### src/rtl/fifo_axis_reader.sv
// Reads a packet of pkt_words words from a synchronous FIFO and streams them out
// as an AXI-Stream packet through a two-entry skid buffer.
module fifo_axis_reader #(
    parameter int DATA_WIDTH = 128,
    parameter int CNT_WIDTH  = 16
) (
    input  logic                  clk,
    input  logic                  reset_n,
    input  logic                  start,
    input  logic [CNT_WIDTH-1:0]  pkt_words,
    output logic                  busy,
    output logic                  done,
    output logic                  fifo_read_e,
    input  logic [DATA_WIDTH-1:0] fifo_rdata,
    input  logic                  fifo_empty,
    input  logic                  fifo_ready,
    output logic [DATA_WIDTH-1:0] m_axis_tdata,
    output logic                  m_axis_tvalid,
    output logic                  m_axis_tlast,
    input  logic                  m_axis_tready
);

    typedef enum logic [1:0] {
        IDLE   = 2'd0,
        STREAM = 2'd1,
        DRAIN  = 2'd2
    } state_t;

    localparam logic [CNT_WIDTH-1:0] CNT_ZERO = '0;
    localparam logic [CNT_WIDTH-1:0] CNT_ONE  = {{(CNT_WIDTH-1){1'b0}}, 1'b1};

    state_t                state_reg;
    logic [CNT_WIDTH-1:0]  pkt_len_reg;
    logic [CNT_WIDTH-1:0]  reads_left_reg;
    logic [CNT_WIDTH-1:0]  cap_idx_reg;
    logic                  read_pending_reg;
    logic                  busy_reg;
    logic                  done_reg;

    // Output slot drives the stream; the skid slot absorbs a word that lands
    // while the output slot is stalled.
    logic [DATA_WIDTH-1:0] out_data_reg;
    logic                  out_valid_reg;
    logic                  out_last_reg;
    logic [DATA_WIDTH-1:0] skid_data_reg;
    logic                  skid_valid_reg;
    logic                  skid_last_reg;

    logic                  pop;
    logic                  push;
    logic                  cap_last;
    logic [1:0]            load;
    logic                  room;
    logic                  read_en;

    assign pop      = out_valid_reg & m_axis_tready;
    assign push     = read_pending_reg;
    assign cap_last = (cap_idx_reg == (pkt_len_reg - CNT_ONE));

    // Words held plus the word in flight must leave space for one more read.
    assign load    = 2'(out_valid_reg) + 2'(skid_valid_reg) + 2'(read_pending_reg);
    assign room    = (load < 2'd2) | (pop & (load == 2'd2));
    assign read_en = (state_reg == STREAM) & fifo_ready & ~fifo_empty &
                     (reads_left_reg != CNT_ZERO) & room;

    assign fifo_read_e   = read_en;
    assign busy          = busy_reg;
    assign done          = done_reg;
    assign m_axis_tdata  = out_data_reg;
    assign m_axis_tvalid = out_valid_reg;
    assign m_axis_tlast  = out_last_reg;

    always_ff @(posedge clk or negedge reset_n) begin
        if (!reset_n) begin
            state_reg        <= IDLE;
            pkt_len_reg      <= '0;
            reads_left_reg   <= '0;
            cap_idx_reg      <= '0;
            read_pending_reg <= 1'b0;
            busy_reg         <= 1'b0;
            done_reg         <= 1'b0;
            out_data_reg     <= '0;
            out_valid_reg    <= 1'b0;
            out_last_reg     <= 1'b0;
            skid_data_reg    <= '0;
            skid_valid_reg   <= 1'b0;
            skid_last_reg    <= 1'b0;
        end else begin
            done_reg         <= 1'b0;
            read_pending_reg <= read_en;

            if (push) begin
                cap_idx_reg <= cap_idx_reg + CNT_ONE;
            end

            if (pop) begin
                if (skid_valid_reg) begin
                    out_data_reg   <= skid_data_reg;
                    out_last_reg   <= skid_last_reg;
                    skid_valid_reg <= push;
                    if (push) begin
                        skid_data_reg <= fifo_rdata;
                        skid_last_reg <= cap_last;
                    end
                end else if (push) begin
                    out_data_reg <= fifo_rdata;
                    out_last_reg <= cap_last;
                end else begin
                    out_valid_reg <= 1'b0;
                    out_last_reg  <= 1'b0;
                end
            end else if (push) begin
                if (!out_valid_reg) begin
                    out_valid_reg <= 1'b1;
                    out_data_reg  <= fifo_rdata;
                    out_last_reg  <= cap_last;
                end else begin
                    skid_valid_reg <= 1'b1;
                    skid_data_reg  <= fifo_rdata;
                    skid_last_reg  <= cap_last;
                end
            end

            case (state_reg)
                IDLE: begin
                    if (start) begin
                        if (pkt_words != CNT_ZERO) begin
                            pkt_len_reg    <= pkt_words;
                            reads_left_reg <= pkt_words;
                            cap_idx_reg    <= '0;
                            busy_reg       <= 1'b1;
                            state_reg      <= STREAM;
                        end else begin
                            done_reg <= 1'b1;
                        end
                    end
                end
                STREAM: begin
                    if (read_en) begin
                        reads_left_reg <= reads_left_reg - CNT_ONE;
                        if (reads_left_reg == CNT_ONE) begin
                            state_reg <= DRAIN;
                        end
                    end
                end
                DRAIN: begin
                    if (pop && out_last_reg) begin
                        busy_reg  <= 1'b0;
                        done_reg  <= 1'b1;
                        state_reg <= IDLE;
                    end
                end
                default: begin
                    state_reg <= IDLE;
                end
            endcase
        end
    end

endmodule
### config.mk
export PLATFORM = sky130hd
export DESIGN_NAME = fifo_axis_reader
export DESIGN_NICKNAME = d
export VERILOG_FILES = /design/src/rtl/fifo_axis_reader.sv
export SDC_FILE = /design/constraint.sdc
export NUM_CORES = 1
export LEC_CHECK = 0
export CAP_MARGIN = 20
export CORE_MARGIN = 10
export CORE_UTILIZATION = 58
export CTS_BUF_LIST = sky130_fd_sc_hd__clkbuf_8
export DETAILED_ROUTE_END_ITERATION = 10
export PLACE_DENSITY = 0.92
export SYNTH_ARGS = -nofsm -noshare
export SYNTH_HDL_FRONTEND = slang
export SYNTH_SLANG_ARGS = --single-unit
### constraint.sdc
create_clock -name clk -period 5.47 [get_ports clk]
set_clock_uncertainty 0.2 [all_clocks]
set_input_delay 1.094 -clock clk [delete_from_list [all_inputs] [get_ports clk]]
set_output_delay 1.094 -clock clk [all_outputs]
set_load 0.005 [all_outputs]
==> flow_summary_export.csv, run 1 <==
group,metric,value,unit
outcome,status,"finished, final reports clean",
power,ir_worst_vdd,0.000326,V
global_route,antenna_found_initial,7,
clock_network,cts_buffers,50,
clock_network,cts_tree,"built",
synthesis,yosysWarnings,0,
synthesis,synth_ff_type,"dfrtp_1",
placement,io_buffers,282,
worst_setup_path,worstSetupEndpointType,"output pin",
synthesis,synth_edf_count,0,
power,p_per_area,548,nW/um^2
run,drv_cap,0,
synthesis,ys_ff_latch,313,
sta,rsz0062_at_grt,"false",
clock_network,clk_latency,0.55,ns
die,chipHeight,175,um
global_route,grt-ovfl-total,0,
worst_setup_path,critPathKind,"reg -> out",
worst_setup_path,cp_top_family,"buffers and inverters",
worst_setup_path,cp_slowest_stage_delay,0.58,ns
clock_network,htree_levels,2,
final_layout,area_growth_syn_to_layout,29.5,%
die,ios,283,
synthesis,syn_avg_cell_area,11.5,um^2
die,num_rows,56,
routing,viasPerCell,5.82,
placement,place.gp.congestion,0.874,
synthesis,synth_cell_types,63,
die,core_area,23500,um^2
routing,routedWlPerCell,21.2,um
worst_setup_path,crit_top_cell,"inv_1",
power,sequentialPowerShare,0.421,
sta,maxSlewViolCount,0,
clock_network,clock-root-buffer,"clkbuf_8",
clock_network,clock_sinks,313,
sta,worst_pin_slew,1.08,ns
die,die_w,175,um
sta,finalSetupViolCount,0,
sta,hold_viol_final,0,
global_route,grt_start_max_net_pins,139,
synthesis,yosysSeqAreaShare,0.562,
routing,route.vias.total,10700,
power,combPwrFrac,0.383,
routing,dr.first_iter.drc_count,976,
clock_network,post_cts_buffers,0,
sta,max_freq,216,MHz
worst_setup_path,cp_data_required_time,4.18,ns
power,intPower,0.00646,W
worst_setup_path,cp_max_fo,10,
power,switching_share,0.347,
routing,final_antenna_net_count,0,
placement,hpwl,26600,um
power,leakagePower,8.45,nW
synthesis,syn_nets,1365,
synthesis,syn_area,13900,um^2
clock_network,cts_hold_buf,0,
worst_setup_path,path_cells,"inv_1 -> fa_1 -> a31oi_1 -> nor4b_1 -> o21ai_2 -> inv_1 -> clkdlybuf4s50_1",
global_route,grt_use_total,0.248,
sta,min_period_over_period,0.845,
min_path,worstHoldPathType,"reg -> reg",
final_layout,utilization,0.767,
sta,tns,0,ns
final_layout,nFillCells,1446,
sta,finalCriticalPeriod,4.62,ns
power,pwr-share-clk,0.196,
clock_network,clk_path_buf_depth,3,
synthesis,synthCells,1210,
worst_setup_path,cp.buffers_inverters,3,
worst_setup_path,crit_slowest_cell,"fa_1",
final_layout,drive_gt1_frac,0.157,
sta,slew_headroom,0.281,
clock_network,cts_resized,0,
die,initial_core_util,0.592,
synthesis,async_flop_share,1.00,
die,die-area,30600,um^2
global_route,grt_pass1_wl,61800,um
worst_setup_path,start_kind,"flip-flop",
routing,drtPass1Iterations,5,
worst_setup_path,crit_arrival,3.33,ns
routing,drc,0,
final_layout,fin_nets,1635,
routing,routed_wl,39100,um
global_route,grt_pass1_vias,11400,
power,switchingPower,0.00344,W
clock_network,cts.reportedPaths.clkPinSlew,0.06,ns
cell families after synthesis:
| logic type | synth area share |
|---|---|
| DFF | 0.562 |
| and+or+nand+nor | 0.0920 |
| muxes | 0.207 |
| AOI/OAI and AO/OA | 0.0877 |
| buffers and inverters | 0.0268 |
| xor gates and xnor gates | 0.0201 |
| adders and majority gates | 0.00503 |
cells in the mapped netlist (all sizes together), types with 3 or more instances:
cell    number  area [um^2]
o21ai      162          815
nor4         8         50.1
a31oi        4         25.0
nand4        7         43.8
xor2        19          166
nor3b        3         22.5
a21oi       22          110
xnor2       13          114
o22ai        5         31.3
nand3       14         70.1
nor4b        5         43.8
dfrtp      313         7830
nand2      156          586
o21bai       3         22.5
a22oi        4         30.0
or2          4         25.0
and4         3         26.3
or3          7         52.6
nor2        40          150
inv         15         56.3
buf         19         98.8
mux2i      129         1290
mux2       141         1590
nand3b       4         30.0
nor2b        3         18.8
ha           4         50.1
nor3        13         65.1
clkbuf      55          210
and3         3         18.8
power by group through the flow:
| stage | combinational, W | sequential [W] | clock (W) |
|---|---|---|---|
| 5_1_grt | 0.00415 | 0.00428 | 0.00208 |
| 4_1_cts | 0.00381 | 0.00415 | 0.00198 |
| 3_3_place_gp | 0.00356 | 0.00406 | 0 |
| 3_5_place_dp | 0.00374 | 0.00416 | 0 |
| 2_1_floorplan | 0.00207 | 0.00397 | 0 |
| 6_report | 0.00379 | 0.00417 | 0.00195 |
stage by stage:
step / cells / setup WS [ns] / area, um^2 / hold slack [ns] / total power [W]
floorplan: 1210 / 2.18 / 13900 / 0.250 / 0.00604
global placement: 1746 / 0.975 / 17000 / 0.261 / 0.00762
detailed placement: 1746 / 0.905 / 17000 / 0.269 / 0.00790
CTS: 1830 / 0.861 / 18000 / 0.283 / 0.00993
global route: 1838 / 0.575 / 18100 / 0.302 / 0.0105
finish: 1840 / 0.850 / 18100 / 0.276 / 0.00990
layout by cell type (no fill, tap or decap), types with 4 or more instances in the layout:
| cell | n |
|---|---|
| diode_2 | 9 |
| a22oi_1 | 4 |
| a31oi_1 | 4 |
| mux2_2 | 141 |
| a21oi_1 | 22 |
| xnor2_1 | 13 |
| nand4_1 | 7 |
| or2_2 | 4 |
| nand3b_1 | 4 |
| buf_12 | 8 |
| clkdlybuf4s50_1 | 281 |
| inv_1 | 33 |
| clkbuf_8 | 62 |
| nand3_1 | 13 |
| nor2_1 | 40 |
| mux2i_1 | 129 |
| o22ai_1 | 5 |
| nor3_1 | 13 |
| nand2_1 | 156 |
| o21ai_0 | 159 |
| nor4b_1 | 5 |
| ha_1 | 4 |
| xor2_1 | 19 |
| dfrtp_1 | 313 |
| nor4_1 | 8 |
worst paths after layout:
check	from	to	slack, ns	depth (start not counted)
min in group asynchronous	reset_n	reads_left_reg[10]$_DFFE_PN0P_	0.43	1
min	m_axis_tdata[47]$_DFFE_PN0P_	m_axis_tdata[47]$_DFFE_PN0P_	0.28	2
max reg2reg	m_axis_tvalid$_DFFE_PN0P_	reads_left_reg[7]$_DFFE_PN0P_	1.86	8
min reg2reg	m_axis_tdata[47]$_DFFE_PN0P_	m_axis_tdata[47]$_DFFE_PN0P_	0.28	2
max in group asynchronous	reset_n	m_axis_tdata[56]$_DFFE_PN0P_	3.42	2
max	m_axis_tvalid$_DFFE_PN0P_	fifo_read_e	0.85	7
final cells by class:
| type | instances | area, um^2 | share of cell area |
|---|---|---|---|
| diodes | 9 | 22.5 | 0.00125 |
| clock buffers | 62 | 853 | 0.0473 |
| clock inverters | 22 | 121 | 0.00672 |
| inverters | 15 | 56.3 | 0.00312 |
| multi-input cells | 807 | 5760 | 0.319 |
| flip-flops and latches | 313 | 7830 | 0.434 |
| well taps | 319 | 399 | 0.0221 |
| repair buffers | 293 | 3010 | 0.167 |
per-layer routing:
metal	vias up	global-route usage	share of wire
met4	0	0.122	0.047
met3	112	0.0608	0.072
met2	445	0.420	0.50
li1	4816	-	-
met5	-	0	0
met1	5331	0.291	0.38
tightest hold or removal path, cell delays in order (launching register included):
cell and delay, ns:
dfrtp_1 0.34, nand2_1 0.04, o21ai_0 0.06
Power figures use the tool's default switching activity.
==> run 2: changes to the inputs <==
--- a/config.mk
+++ b/config.mk
@@ -7,10 +7,10 @@
 export LEC_CHECK = 0
 export CAP_MARGIN = 20
 export CORE_MARGIN = 10
-export CORE_UTILIZATION = 58
+export CORE_UTILIZATION = 48
 export CTS_BUF_LIST = sky130_fd_sc_hd__clkbuf_8
 export DETAILED_ROUTE_END_ITERATION = 10
-export PLACE_DENSITY = 0.92
+export PLACE_DENSITY = 0.81
 export SYNTH_ARGS = -nofsm -noshare
 export SYNTH_HDL_FRONTEND = slang
 export SYNTH_SLANG_ARGS = --single-unit
==> constraint.sdc (replaced) <==
create_clock -name clk -period 4 [get_ports clk]
set_clock_uncertainty 0.2 [all_clocks]
set_input_delay 0.8 -clock clk [delete_from_list [all_inputs] [get_ports clk]]
set_output_delay 0.8 -clock clk [all_outputs]
set_load 0.005 [all_outputs]
==> flow_summary_export.csv, run 2 (synthesized netlist as in run 1, its figures left out) <==
group,metric,value,unit
die,chipHeight,190,um
routing,route.vias.total,10400,
worst_setup_path,start_kind,"flip-flop",
die,initial_core_util,0.486,
die,num_rows,62,
routing,final_antenna_net_count,0,
global_route,grt_start_max_net_pins,107,
routing,routedWlPerCell,19.0,um
final_layout,nFillCells,2194,
clock_network,clk_path_buf_depth,3,
sta,hold_viol_final,0,
routing,routed_wl,36600,um
worst_setup_path,cp_slowest_stage_delay,0.55,ns
run,drv_cap,0,
final_layout,fin_nets,1649,
power,p_per_area,749,nW/um^2
worst_setup_path,cp_data_required_time,3.00,ns
final_layout,final_cell_area,18400,um^2
min_path,worstHoldPathType,"in -> async",
worst_setup_path,crit_arrival,2.93,ns
sta,finalCriticalPeriod,3.93,ns
die,ios,283,
final_layout,final_common_cell,"dfrtp_1",
final_layout,layout_common_cells,"311 x dfrtp_1, 281 x clkdlybuf4s50_1, 159 x o21ai_0",
sta,worst_pin_slew,0.813,ns
global_route,grt-ovfl-total,0,
routing,routed.top_layer,"met4",
sta,setup_ws,0.0657,ns
worst_setup_path,crit_path_start,"m_axis_tvalid$_DFFE_PN0P_",
worst_setup_path,crit_top_cell,"inv_2",
sta,max_freq,254,MHz
routing,wl_met3,2740,um
final_layout,multiInputGateArea,5790,um^2
worst_setup_path,cp_max_fo,6,
sta,tns,0,ns
global_route,antenna_found_initial,5,
sta,slew_headroom,0.458,
placement,hpwl,25000,um
clock_network,cts_tree,"built",
outcome,status,"finished, final reports clean",
clock_network,clock_sinks,313,
worst_setup_path,cp.buffers_inverters,3,
global_route,grt_use_total,0.198,
global_route,grt_pass1_wl,58900,um
sta,min_period_over_period,0.984,
worst_setup_path,worstSetupEndpointType,"output pin",
die,die_w,190,um
sta,finalSetupViolCount,0,
worst_setup_path,critPathKind,"reg -> out",
routing,drtPass1Iterations,5,
worst_setup_path,path_cells,"inv_2 -> fa_1 -> a31oi_1 -> nor4b_2 -> o21ai_4 -> inv_2 -> clkdlybuf4s50_1",
clock_network,htree_levels,2,
power,ir_worst_vdd,0.000400,V
final_layout,area_growth_syn_to_layout,32.2,%
placement,place_area,17200,um^2
routing,dr_wl_met2,17400,um
clock_network,cts.reportedPaths.clkPinSlew,0.06,ns
sta,maxSlewViolCount,0,
final_layout,drive_gt1_frac,0.179,
worst_setup_path,crit_slowest_cell,"fa_1",
routing,dr.first_iter.drc_count,688,
die,core_area,28700,um^2
placement,place.gp.congestion,0.913,
global_route,grt_pass1_vias,10900,
placement,pre_cts_ws,0.318,ns
power,leakagePower,8.58,nW
clock_network,clock-root-buffer,"clkbuf_8",
clock_network,clk_latency,0.57,ns
worst_setup_path,cp_top_family,"buffers and inverters",
routing,viasPerCell,5.41,
worst_setup_path,r2r-start,"m_axis_tvalid$_DFFE_PN0P_",
die,die-area,36300,um^2
placement,io_buffers,282,
routing,drc,0,
final_layout,utilization,0.642,
clock_network,cts_buffers,54,
final_layout,regArea,7840,um^2
routing,wl_met1,15200,um
sta,rsz0062_at_grt,"false",
run 2: layout make-up:
class,instances,share of cell area
clock buffers,72,0.0537
well taps,384,0.0261
flip-flops and latches,313,0.425
diodes,5,0.000679
repair buffers,303,0.167
inverters,15,0.00305
clock inverters,23,0.0101
multi-input cells,807,0.314
run 2: power by group:
part / switching (W) / internal [W]
Combinational: 0.00237 / 0.00278
Sequential: 0.000923 / 0.00464
Clock: 0.00131 / 0.00180
run 2: per-layer routing:
metal  track usage  vias up
li1              -     4848
met1         0.246     5125
met2         0.318      331
met3        0.0558       86
met4        0.0878        0
met5             0        -
run 2: path summary, 6_finish.rpt:
| kind | endpoint | slack [ns] | cells after the start |
|---|---|---|---|
| worst max-delay path | fifo_read_e | 0.07 | 7 |
| worst min-delay path | reads_left_reg[14]$_DFFE_PN0P_ | 0.08 | 1 |
| worst max register to register | reads_left_reg[13]$_DFFE_PN0P_ | 1.11 | 9 |
| worst min register to register | m_axis_tdata[81]$_DFFE_PN0P_ | 0.28 | 2 |
| max in group asynchronous | skid_data_reg[59]$_DFFE_PN0P_ | 2.62 | 2 |
| min in group clk | m_axis_tdata[81]$_DFFE_PN0P_ | 0.28 | 2 |
run 2: repair_timing:
action                                  CTS  global route
pin swaps                                 1             1
hold buffers                              0             0
endpoints found under the setup margin    1             1
gates resized for setup                   7             3
setup buffers                             1             2
run 2: metrics by stage:
stage | power, W | instances | hold slack (ns)
floorplan | 0.00825 | 1210 | 0.250
global placement | 0.0105 | 1819 | 0.260
detailed placement | 0.0107 | 1819 | 0.269
CTS | 0.0139 | 1915 | 0.0990
global route | 0.0148 | 1921 | 0.123
finish | 0.0138 | 1922 | 0.0849
